**src/rtl/fpnew_pkg.sv**
```systemverilog
// Shared FPU types and binary16 constants for the FP16 add/sub front end.
// Combinational helpers only; no latency, no flow control.
package fpnew_pkg;

  typedef enum logic [2:0] {
    RNE = 3'd0,
    RTZ = 3'd1,
    RDN = 3'd2,
    RUP = 3'd3,
    RMM = 3'd4
  } roundmode_e;

  typedef enum logic [3:0] {
    FMADD    = 4'd0,
    FNMSUB   = 4'd1,
    ADD      = 4'd2,
    MUL      = 4'd3,
    DIV      = 4'd4,
    SQRT     = 4'd5,
    SGNJ     = 4'd6,
    MINMAX   = 4'd7,
    CMP      = 4'd8,
    CLASSIFY = 4'd9,
    F2F      = 4'd10,
    F2I      = 4'd11,
    I2F      = 4'd12,
    CPKAB    = 4'd13,
    CPKCD    = 4'd14
  } operation_e;

  typedef enum logic [2:0] {
    FP32    = 3'd0,
    FP64    = 3'd1,
    FP16    = 3'd2,
    FP8     = 3'd3,
    FP16ALT = 3'd4
  } fp_format_e;

  typedef enum logic [1:0] {
    INT8  = 2'd0,
    INT16 = 2'd1,
    INT32 = 2'd2,
    INT64 = 2'd3
  } int_format_e;

  typedef struct packed {
    logic nv;
    logic dz;
    logic of;
    logic uf;
    logic nx;
  } status_t;

  localparam int          FP16_BIAS    = 15;
  localparam int          FP16_EXP_MAX = 2 * FP16_BIAS + 1;
  localparam logic [15:0] FP16_QNAN    = 16'h7E00;

  // Leading-zero count of a 14-bit field; returns 14 for an all-zero input.
  function automatic logic [3:0] clz14(input logic [13:0] v);
    logic [3:0] n;
    logic       found;
    n     = 4'd14;
    found = 1'b0;
    for (int i = 13; i >= 0; i--) begin
      if (!found && v[i]) begin
        n     = 4'(13 - i);
        found = 1'b1;
      end
    end
    return n;
  endfunction

endpackage

```
**src/rtl/fp16_add_core.sv**
```systemverilog
// Combinational binary16 adder: align, add/subtract, normalise, round (G/R/S).
// Zero latency; no flow control.
module fp16_add_core
  import fpnew_pkg::*;
(
  input  logic [15:0] a_i,
  input  logic [15:0] b_i,
  input  logic        op_mod_i,
  input  logic [2:0]  rnd_mode_i,
  output logic [15:0] result_o,
  output logic [4:0]  status_o
);

  logic [15:0] b_eff;
  logic        a_nan, b_nan, a_snan, b_snan, a_inf, b_inf;
  logic [15:0] x, y;
  logic [4:0]  ex_x, ex_y, d;
  logic [10:0] mx, my;
  logic [40:0] y_full;
  logic [13:0] x_al, y_al;
  logic        eff_sub;
  logic [14:0] sum;
  logic [3:0]  lz;
  logic [4:0]  sh, sh_lim;
  logic [13:0] m;
  logic [5:0]  e6;
  logic        up, inexact, ovf, tz;
  logic [15:0] rounded;
  logic [15:0] res;
  status_t     st;

  assign b_eff  = {b_i[15] ^ op_mod_i, b_i[14:0]};
  assign a_nan  = (&a_i[14:10]) & (|a_i[9:0]);
  assign b_nan  = (&b_i[14:10]) & (|b_i[9:0]);
  assign a_snan = a_nan & ~a_i[9];
  assign b_snan = b_nan & ~b_i[9];
  assign a_inf  = (&a_i[14:10]) & ~(|a_i[9:0]);
  assign b_inf  = (&b_i[14:10]) & ~(|b_i[9:0]);

  // x carries the larger magnitude so the aligned difference never goes negative.
  assign x    = (a_i[14:0] >= b_eff[14:0]) ? a_i : b_eff;
  assign y    = (a_i[14:0] >= b_eff[14:0]) ? b_eff : a_i;
  assign ex_x = (x[14:10] == 5'd0) ? 5'd1 : x[14:10];
  assign ex_y = (y[14:10] == 5'd0) ? 5'd1 : y[14:10];
  assign mx   = {|x[14:10], x[9:0]};
  assign my   = {|y[14:10], y[9:0]};
  assign d    = ex_x - ex_y;

  assign y_full  = {my, 30'd0} >> d;
  assign y_al    = {y_full[40:28], |y_full[27:0]};
  assign x_al    = {mx, 3'b000};
  assign eff_sub = x[15] ^ y[15];
  assign sum     = eff_sub ? ({1'b0, x_al} - {1'b0, y_al}) : ({1'b0, x_al} + {1'b0, y_al});

  // Left shift stops at exponent 1 so small results fall into the subnormal range.
  assign lz     = clz14(sum[13:0]);
  assign sh_lim = ex_x - 5'd1;
  assign sh     = ({1'b0, lz} < sh_lim) ? {1'b0, lz} : sh_lim;

  always_comb begin
    m  = '0;
    e6 = '0;
    if (sum[14]) begin
      m  = {sum[14:2], |sum[1:0]};
      e6 = {1'b0, ex_x} + 6'd1;
    end else begin
      m  = sum[13:0] << sh;
      e6 = m[13] ? ({1'b0, ex_x} - {1'b0, sh}) : 6'd0;
    end
  end

  assign inexact = |m[2:0];

  always_comb begin
    up = 1'b0;
    case (rnd_mode_i)
      RNE:     up = m[2] & ((|m[1:0]) | m[3]);
      RTZ:     up = 1'b0;
      RDN:     up = x[15] & inexact;
      RUP:     up = ~x[15] & inexact;
      RMM:     up = m[2];
      default: up = 1'b0;
    endcase
  end

  // Incrementing the packed {exp, frac} lets mantissa carries ripple into the exponent.
  assign rounded = {e6, m[12:3]} + {15'd0, up};
  assign ovf     = rounded[15:10] >= 6'(FP16_EXP_MAX);
  assign tz      = (rnd_mode_i == RTZ) | ((rnd_mode_i == RDN) & ~x[15]) |
                   ((rnd_mode_i == RUP) & x[15]);

  always_comb begin
    res = '0;
    st  = '0;
    if (a_nan || b_nan) begin
      res   = FP16_QNAN;
      st.nv = a_snan | b_snan;
    end else if (a_inf && b_inf && (a_i[15] != b_eff[15])) begin
      res   = FP16_QNAN;
      st.nv = 1'b1;
    end else if (a_inf) begin
      res = a_i;
    end else if (b_inf) begin
      res = b_eff;
    end else if (sum == 15'd0) begin
      res = {eff_sub ? (rnd_mode_i == RDN) : x[15], 15'd0};
    end else if (ovf) begin
      res   = {x[15], tz ? 15'h7BFF : 15'h7C00};
      st.of = 1'b1;
      st.nx = 1'b1;
    end else begin
      res   = {x[15], rounded[14:0]};
      st.nx = inexact;
    end
  end

  assign result_o = res;
  assign status_o = st;

endmodule

```
**src/rtl/fp16_addsub_unit.sv**
```systemverilog
// FP16 add/sub FPU slot: request validation plus a single output register stage.
// Latency 1 cycle; in_ready_o drops only while a held result is not being taken.
module fp16_addsub_unit
  import fpnew_pkg::*;
#(
  parameter int WIDTH        = 16,
  parameter int NUM_OPERANDS = 3
) (
  input  logic                                 clk_i,
  input  logic                                 rst_ni,
  input  logic [NUM_OPERANDS-1:0][WIDTH-1:0]   operands_i,
  input  logic [2:0]                           rnd_mode_i,
  input  logic [3:0]                           op_i,
  input  logic                                 op_mod_i,
  input  logic [2:0]                           src_fmt_i,
  input  logic [2:0]                           dst_fmt_i,
  input  logic [1:0]                           int_fmt_i,
  input  logic                                 vectorial_op_i,
  input  logic [1:0]                           simd_mask_i,
  input  logic                                 tag_i,
  input  logic                                 in_valid_i,
  output logic                                 in_ready_o,
  input  logic                                 flush_i,
  output logic [WIDTH-1:0]                     result_o,
  output logic [4:0]                           status_o,
  output logic                                 tag_o,
  output logic                                 out_valid_o,
  input  logic                                 out_ready_i,
  output logic                                 busy_o
);

  localparam status_t STATUS_INVALID = '{nv: 1'b1, dz: 1'b0, of: 1'b0, uf: 1'b0, nx: 1'b0};

  logic        valid_q, valid_d;
  logic [15:0] result_q, result_d;
  logic [4:0]  status_q, status_d;
  logic        tag_q, tag_d;
  logic [15:0] core_res;
  logic [4:0]  core_st;
  logic        req_ok, accept;
  logic        unused_inputs;

  assign unused_inputs = ^{operands_i[0], int_fmt_i, vectorial_op_i, simd_mask_i};

  fp16_add_core u_core (
    .a_i        (operands_i[1]),
    .b_i        (operands_i[2]),
    .op_mod_i   (op_mod_i),
    .rnd_mode_i (rnd_mode_i),
    .result_o   (core_res),
    .status_o   (core_st)
  );

  assign req_ok = (op_i == ADD) && (src_fmt_i == FP16) && (dst_fmt_i == FP16) &&
                  (rnd_mode_i <= 3'd4);

  assign in_ready_o = !valid_q || out_ready_i;
  assign accept     = in_valid_i && in_ready_o && !flush_i;

  always_comb begin
    valid_d  = valid_q;
    result_d = result_q;
    status_d = status_q;
    tag_d    = tag_q;
    if (flush_i) begin
      valid_d = 1'b0;
    end else if (accept) begin
      valid_d  = 1'b1;
      result_d = req_ok ? core_res : FP16_QNAN;
      status_d = req_ok ? core_st : STATUS_INVALID;
      tag_d    = tag_i;
    end else if (valid_q && out_ready_i) begin
      valid_d = 1'b0;
    end
  end

  always_ff @(posedge clk_i) begin
    if (!rst_ni) begin
      valid_q  <= 1'b0;
      result_q <= '0;
      status_q <= '0;
      tag_q    <= 1'b0;
    end else begin
      valid_q  <= valid_d;
      result_q <= result_d;
      status_q <= status_d;
      tag_q    <= tag_d;
    end
  end

  assign out_valid_o = valid_q;
  assign busy_o      = valid_q;
  assign result_o    = result_q;
  assign status_o    = status_q;
  assign tag_o       = tag_q;

endmodule

```
**config.mk**
```make
export PLATFORM = sky130hd
export DESIGN_NAME = fp16_addsub_unit
export DESIGN_NICKNAME = d
export VERILOG_FILES = /design/src/rtl/fpnew_pkg.sv /design/src/rtl/fp16_add_core.sv /design/src/rtl/fp16_addsub_unit.sv
export SDC_FILE = /design/constraint.sdc
export NUM_CORES = 1
export LEC_CHECK = 0
export CORE_ASPECT_RATIO = 1.1
export CORE_MARGIN = 1.5
export CORE_UTILIZATION = 53
export CTS_CLUSTER_SIZE = 16
export DETAILED_ROUTE_END_ITERATION = 7
export GPL_TIMING_DRIVEN = 0
export PLACE_DENSITY = 0.89
export RECOVER_POWER = 25
export SLEW_MARGIN = 25
export SYNTH_ARGS = -nofsm -noshare
export SYNTH_HDL_FRONTEND = slang
export SYNTH_SLANG_ARGS = --single-unit
```
**constraint.sdc**
```tcl
create_clock -name clk_i -period 14.93 [get_ports clk_i]
set_input_delay 2.2395 -clock clk_i [delete_from_list [all_inputs] [get_ports clk_i]]
set_output_delay 2.2395 -clock clk_i [all_outputs]
set_load 0.005 [all_outputs]
```
# ---- Yosys cells after proc, flatten, opt, wreduce, memory -nomap -nowiden
# Index checks and enable logic that the tools add are counted.
dict set report word_totals {
  regBits 23
  input_bits 73
  output_inout_bits 25
  word_cells 167
}
dict set report op_classes {
  addsub 7
  order_cmp 4
  n_eq_ne 8
  shift 2
  muxes 63
  n_bitwise 24
  n_reduce_logical 55
}
# op count
set op_table {}
lappend op_table {{$mux 16} 8}
lappend op_table {{$mux 4} 14}
lappend op_table {{$shr 41x5->41} 1}
lappend op_table {{$mux 1} 30}
lappend op_table {{$mux 15} 2}
lappend op_table {{$reduce_or 28->1} 1}
lappend op_table {{$logic_and 1x1->1} 21}
lappend op_table {{$mux 5} 4}
lappend op_table {{$reduce_or 10->1} 2}
lappend op_table {{$add 16x1->16} 1}
lappend op_table {{$add 14x14->15} 1}
lappend op_table {{$ge 15x15->1} 1}
lappend op_table {{$logic_not 1->1} 15}
lappend op_table {{$logic_not 15->1} 1}
lappend op_table {{$sub 14x14->15} 1}
lappend op_table {{$shl 14x5->14} 1}
lappend op_table {{$mux 13} 1}
lappend op_table {{$eq 3x2->1 const B} 4}
lappend op_table {{$mux 6} 2}
lappend op_table {{$and 1x1->1} 11}
lappend op_table {{$mux 11} 1}
lappend op_table {{$logic_not 5->1} 2}
lappend op_table {{$reduce_and 5->1} 2}
lappend op_table {{$reduce_or 5->1} 2}
lappend op_table {{other kinds (21)} 34}

# ---- Logic depth before layout (Yosys ltp)
dict set report depth {
  depth_word 66
  depth_mapped 73
  mapped_depth_nobuf 64
}

# ---- Modules after synthesis
# Synthesis repeated with hierarchy kept, for this count alone.
dict set report unflattened {
  cells_unflattened 1048
  hier_area_um2 7483.4
}
# mod instances cells_each area_per_inst_um2 seq_area_each_um2
set by_module_without_submodules {}
lappend by_module_without_submodules {fp16_add_core 1 983 6656.4 0.0}
lappend by_module_without_submodules {fp16_addsub_unit 1 65 827.0 460.4}

# ---- Least setup slack after synthesis
# Ideal clock, no wire load.
dict set report synth_path {
  kind {in2reg}
  from {in operands_i[44] (netlist bit)}
  to {reg result_q[10] (netlist: result_o[10])}
  setup_time_ps 122
  arrival_ps 15642
  t_required_ps 14808
  setup_slack_ps -834
  path_stages 62
  path_cell_list {clkbuf_1 -> inv_1 -> ha_1 -> and4_1 -> a221oi_4 -> o21a_1 -> buf_4 -> buf_4 -> buf_2 -> buf_1 -> nor2_1 -> a21oi_1 -> and3_1 -> o2111ai_1 -> nand2_1 -> inv_1 -> ha_1 -> inv_1 -> [... 26 more ...] -> o21ai_2 -> and2_1 -> or4_1 -> o21ai_0 -> nand2_1 -> o21ai_0 -> o31a_1 -> a21oi_1 -> nor3_1 -> ha_1 -> ha_1 -> o21ai_1 -> nor4_2 -> nand3b_1 -> xnor2_1 -> nor4_2 -> a21oi_1 -> o311a_1}
}
dict set report synth_via {
  elab_chain_cells 66
}
# element line
set synth_rtl {}
lappend synth_rtl {{from (decl)} fp16_addsub_unit.sv:11} ;# input logic [NUM_OPERANDS-1:0][WIDTH-1:0] operands_i,
lappend synth_rtl {{$ge 15x15->1} {fp16_add_core.sv:41, fp16_add_core.sv:42}}
lappend synth_rtl {{$mux 16, on equally long branches} {fp16_add_core.sv:41, fp16_add_core.sv:42}}
lappend synth_rtl {{$logic_not 5->1, on equally long branches} {fp16_add_core.sv:43, fp16_add_core.sv:44}}
lappend synth_rtl {{$mux 5, on equally long branches} {fp16_add_core.sv:43, fp16_add_core.sv:44}}
lappend synth_rtl {{$sub 5x5->5} fp16_add_core.sv:47} ;# assign d = ex_x - ex_y;
lappend synth_rtl {{$shr 41x5->41} fp16_add_core.sv:49} ;# assign y_full = {my, 30'd0} >> d;
lappend synth_rtl {{$reduce_or 28->1} fp16_add_core.sv:50} ;# assign y_al = {y_full[40:28], |y_full[27:0]};
lappend synth_rtl {{$add 14x14->15 / $sub 14x14->15 (equally long branches)} fp16_add_core.sv:53} ;# assign sum = eff_sub ? ({1'b0, x_al} - {1'b0, y_al}) : ({1'b0, x_al} + {1'b0, y_al});
lappend synth_rtl {{[... 50 more ...]} -}
lappend synth_rtl {{$ge 6x5->1} fp16_add_core.sv:88} ;# assign ovf = rounded[15:10] >= 6'(FP16_EXP_MAX);
lappend synth_rtl {{$mux 15} fp16_add_core.sv:107} ;# end else if (ovf) begin
lappend synth_rtl {{$mux 16} fp16_add_core.sv:105} ;# end else if (sum == 15'd0) begin
lappend synth_rtl {{$mux 16} fp16_add_core.sv:103} ;# end else if (b_inf) begin
lappend synth_rtl {{$mux 16} fp16_add_core.sv:101} ;# end else if (a_inf) begin
lappend synth_rtl {{$mux 16} fp16_add_core.sv:98} ;# end else if (a_inf && b_inf && (a_i[15] != b_eff[15])) begin
lappend synth_rtl {{$mux 16 (*)} fp16_add_core.sv:95} ;# if (a_nan || b_nan) begin
lappend synth_rtl {{$mux 16 (*)} fp16_addsub_unit.sv:69} ;# result_d = req_ok ? core_res : FP16_QNAN;
lappend synth_rtl {{to (signal assigned)} fp16_addsub_unit.sv:85} ;# result_q <= result_d;
lappend synth_rtl {{to (decl)} fp16_addsub_unit.sv:35} ;# logic [15:0] result_q, result_d;
# Every way passes the cells marked *; elsewhere a longest branch is shown, timed or not.
# A chain may end at the register's enable or synchronous reset.

# ---- Worst setup path after layout
dict set report layout_path {
  from {in operands_i[46] (netlist bit)}
  to {reg result_q[8] (netlist: result_o[8])}
}
# The elaborated chain is that of the path after synthesis.

==> run_results.csv <==
group,metric,value,unit
logic_synthesis,ys_async_sr_fraction,0,%
timing,fin_crit_sh,100,%
final_layout,area_growth,39.7,%
routing,ant_nets,0,
timing,finalWorstSetupSlack,-0.0252,ns
global_routing,grt-ovfl-total,0,
final_layout,nFillCells,895,
clocking,cts_root_buffer,"clkbuf_16",
timing,rsz0062_at_grt,"true",
routing,drtIter0Drc,1804,
clocking,h-tree-depth,1,
routing,vias,10500,
clocking,cts_tree,"done",
global_routing,grt.total_usage,38.4,%
worst_setup_path,cp.arrival,15.07,ns
worst_setup_path,critical_path.max_stage_delay,0.42,ns
floorplan,rows,44,
floorplan,die_w,115,µm
logic_synthesis,synthDistinctLibCells,95,
routing,drc,112,
final_layout,nNetsFinal,1396,
worst_setup_path,crit_required,15.04,ns
clocking,clock_sinks,21,
timing,setup_viol,10,
place,place.gp.congestion,1.01,
clocking,clk_latency,0.26,ns
logic_synthesis,synth_edf_count,0,
timing,period_minus_slack,14.96,ns
floorplan,boundaryPins,98,
clocking,clockBufferDepth,2,
floorplan,fp.coreArea,0.0134,mm²
final_layout,final_common_cell,"nand2_1",
logic_synthesis,ys_ff_latch,21,
global_routing,grt_max_degree,13,
floorplan,die-area,0.0146,mm²
timing,hold_viol,0,
clocking,cts_made_buffers,3,
worst_setup_path,rrSetupSlack,11.82,ns
worst_setup_path,worstPathMaxFanout,10,
run,cap_violations,0,
worst_setup_path,worst_setup_path_start_kind,"input port",
final_layout,drive_above_1_share,25.9,%
routing,avgRoutedWirePerCell,22.6,µm
logic_synthesis,netlist_instances,1099,
worst_setup_path,worst_setup_path_end_kind,"flip-flop",
worst_hold_path,hp-class,"reg2reg",
place,io_buffer_count,73,
logic_synthesis,ys_warn_count,0,
run_status,violations,"DRC, setup timing",
routing,drt-total-wl,32.8,mm
worst_setup_path,critPathKind,"in2reg",
logic_synthesis,ys_seq_area_share,5.72,%
final_layout,most-common-layout-cells,"nand2_1, buf_4, nor2_1",
timing,slew_headroom,27.9,%
global_routing,first_global_vias,9290,
run_status,status,"complete, but fails checks",
timing,finalClockSkew,0.00448,ns
routing,first_pass_iters,8,
floorplan,start_util,54.9,%
timing,worstMarginPinSlew,1.08,ns
logic_synthesis,synth_area,0.00735,mm²
final_layout,n_antenna_cell,0,
power,leakage,0.00416,µW
final_layout,final_cells,1452,
final_layout,utilization,76.7,%
timing,drv_slew,0,
global_routing,grt_pass1_wl,45.7,mm
power,max-vdd-ir-drop,0.0988,mV
clocking,clkSlewWorstSetupHoldPaths,0.06,ns
logic_synthesis,synth_top_flop_cell,"dfxtp_1",
place,dpl.hpwl,21.6,mm
global_routing,antenna_found_initial,0,
place,dp.cells,1357,
floorplan,die_h,126,µm
routing,post_drt_via_cell_ratio,7.24,
worst_setup_path,crit_slowest_cell,"o31a_1",
clocking,ctsHoldBuffers,0,
logic_synthesis,syn_avg_cell_area,6.69,µm²
timing,fmax,66.9,MHz
power,power.density,194,mW/mm²
==> kinds of logic after synthesis <==
kind of cell / count (synthesis) / share of synthesized area, %
xor+xnor: 37 / 4.51
mux: 57 / 8.10
compound gates: 371 / 36.1
simple gates: 445 / 29.9
flops: 21 / 5.72
buf+inv: 111 / 6.15
other cells: 2 / 0.102
fa+ha+maj: 55 / 9.43
==> report_power, final <==
group          switching (µW)  internal, µW
logic                    1140           730
clock network            22.7          36.1
registers                1.71          58.8
total                    1170           825
==> worst max-delay path: cells and delay by family <==
kind | cells | cell delay, ns
buffers and inverters | 13 | 2.39
muxes | 1 | 0.13
and+or+nand+nor | 16 | 2.49
adders and majority gates | 6 | 1.81
AOI/OAI and AO/OA | 32 | 5.97
==> sequential cells by signal (all words and copies together), names as in the netlist <==
| signal | cells |
|---|---|
| tag_o | 1 |
| busy_o | 1 |
| status_o | 3 |
| result_o | 16 |
==> cell usage after synthesis (5+ instances only) <==
cell      instances  area share [%]
nand2_1         128             6.5
nor2_1          103             5.3
a21oi_1          89             6.1
o21ai_0          65             4.4
inv_1            58             3.0
ha_1             53             9.0
nor3_1           40             2.7
mux2i_1          37             5.0
nand3_1          37             2.5
clkbuf_1         33             1.7
xnor2_1          27             3.2
dfxtp_1          21             5.7
a31oi_1          18             1.5
and2_1           18             1.5
mux2_2           18             2.8
a211oi_1         16             1.6
a21o_1           16             1.6
and3_1           16             1.4
nand2b_1         15             1.3
a211o_1          12             1.4
nor2b_1          12             1.0
o211ai_1         12             1.2
o21ai_1          12            0.82
nand4_1          11            0.94
a221oi_2         10             2.0
or2_2            10            0.85
nor4_1            9            0.77
o31ai_1           9            0.92
xor2_1            9             1.1
or3_1             8            0.68
a22oi_1           7            0.72
buf_2             7            0.48
buf_4             7            0.72
o21a_1            7            0.72
o31a_1            7            0.83
o22ai_1           6            0.51
or4_1             6            0.61
a21boi_0          5            0.51
a221o_1           5            0.68
a32oi_1           5            0.60
buf_1             5            0.26
nand3b_1          5            0.51
nor3b_1           5            0.51
o221ai_1          5            0.60
o311ai_0          5            0.60
==> cell type report <==
type | count | area, µm² | share of cell area, %
Buffer | 44 | 317 | 3.08
Clock buffer | 3 | 75.1 | 0.731
Clock inverter | 1 | 5.00 | 0.0488
Inverter | 59 | 229 | 2.23
Multi-Input combinational cell | 969 | 7480 | 72.9
Sequential cell | 21 | 420 | 4.10
Tap cell | 184 | 230 | 2.24
Timing Repair Buffer | 171 | 1510 | 14.7
==> per-stage QoR <==
step	worst slack (ns)	instance area [µm²]	hold WS (ns)	setup TNS, ns	total power, µW
6_report	-0.0252	10300	0.451	-0.152	1990
5_1_grt	-0.661	10300	0.481	-9.61	2090
4_1_cts	0.0212	9310	0.456	0	1620
3_5_place_dp	-4.09	8370	0.448	-68.07	1360
3_3_place_gp	-4.01	8370	0.444	-66.38	1340
2_1_floorplan	0.0241	7400	0.453	0	1040
==> repair_timing <==
action                                  4_1_cts  5_1_grt
cloned                                        0        2
setup buffers                                44       53
gates resized for setup                     140      132
pin swaps                                    32       48
endpoints found under the setup margin       17       17
==> worst paths after layout <==
check / start / endpoint / cells past startpoint
min reg2reg: tag_o$_SDFFE_PN0P_ / tag_o$_SDFFE_PN0P_ / 2
max reg2reg: busy_o$_SDFFE_PP0P_ / result_o[8]$_SDFFE_PN0P_ / 12
min: tag_o$_SDFFE_PN0P_ / tag_o$_SDFFE_PN0P_ / 2
max: operands_i[46] / result_o[8]$_SDFFE_PN0P_ / 68
==> routing by layer <==
layer | GRT usage [%] | wire length, µm | vias to the layer above
li1 | - | - | 4482
met1 | 44.9 | 11400 | 4744
met2 | 66.1 | 14900 | 948
met3 | 5.78 | 3460 | 333
met4 | 22.1 | 2980 | 0
met5 | 0 | 0 | -
No activity file was read; power rests on OpenSTA's default activity.
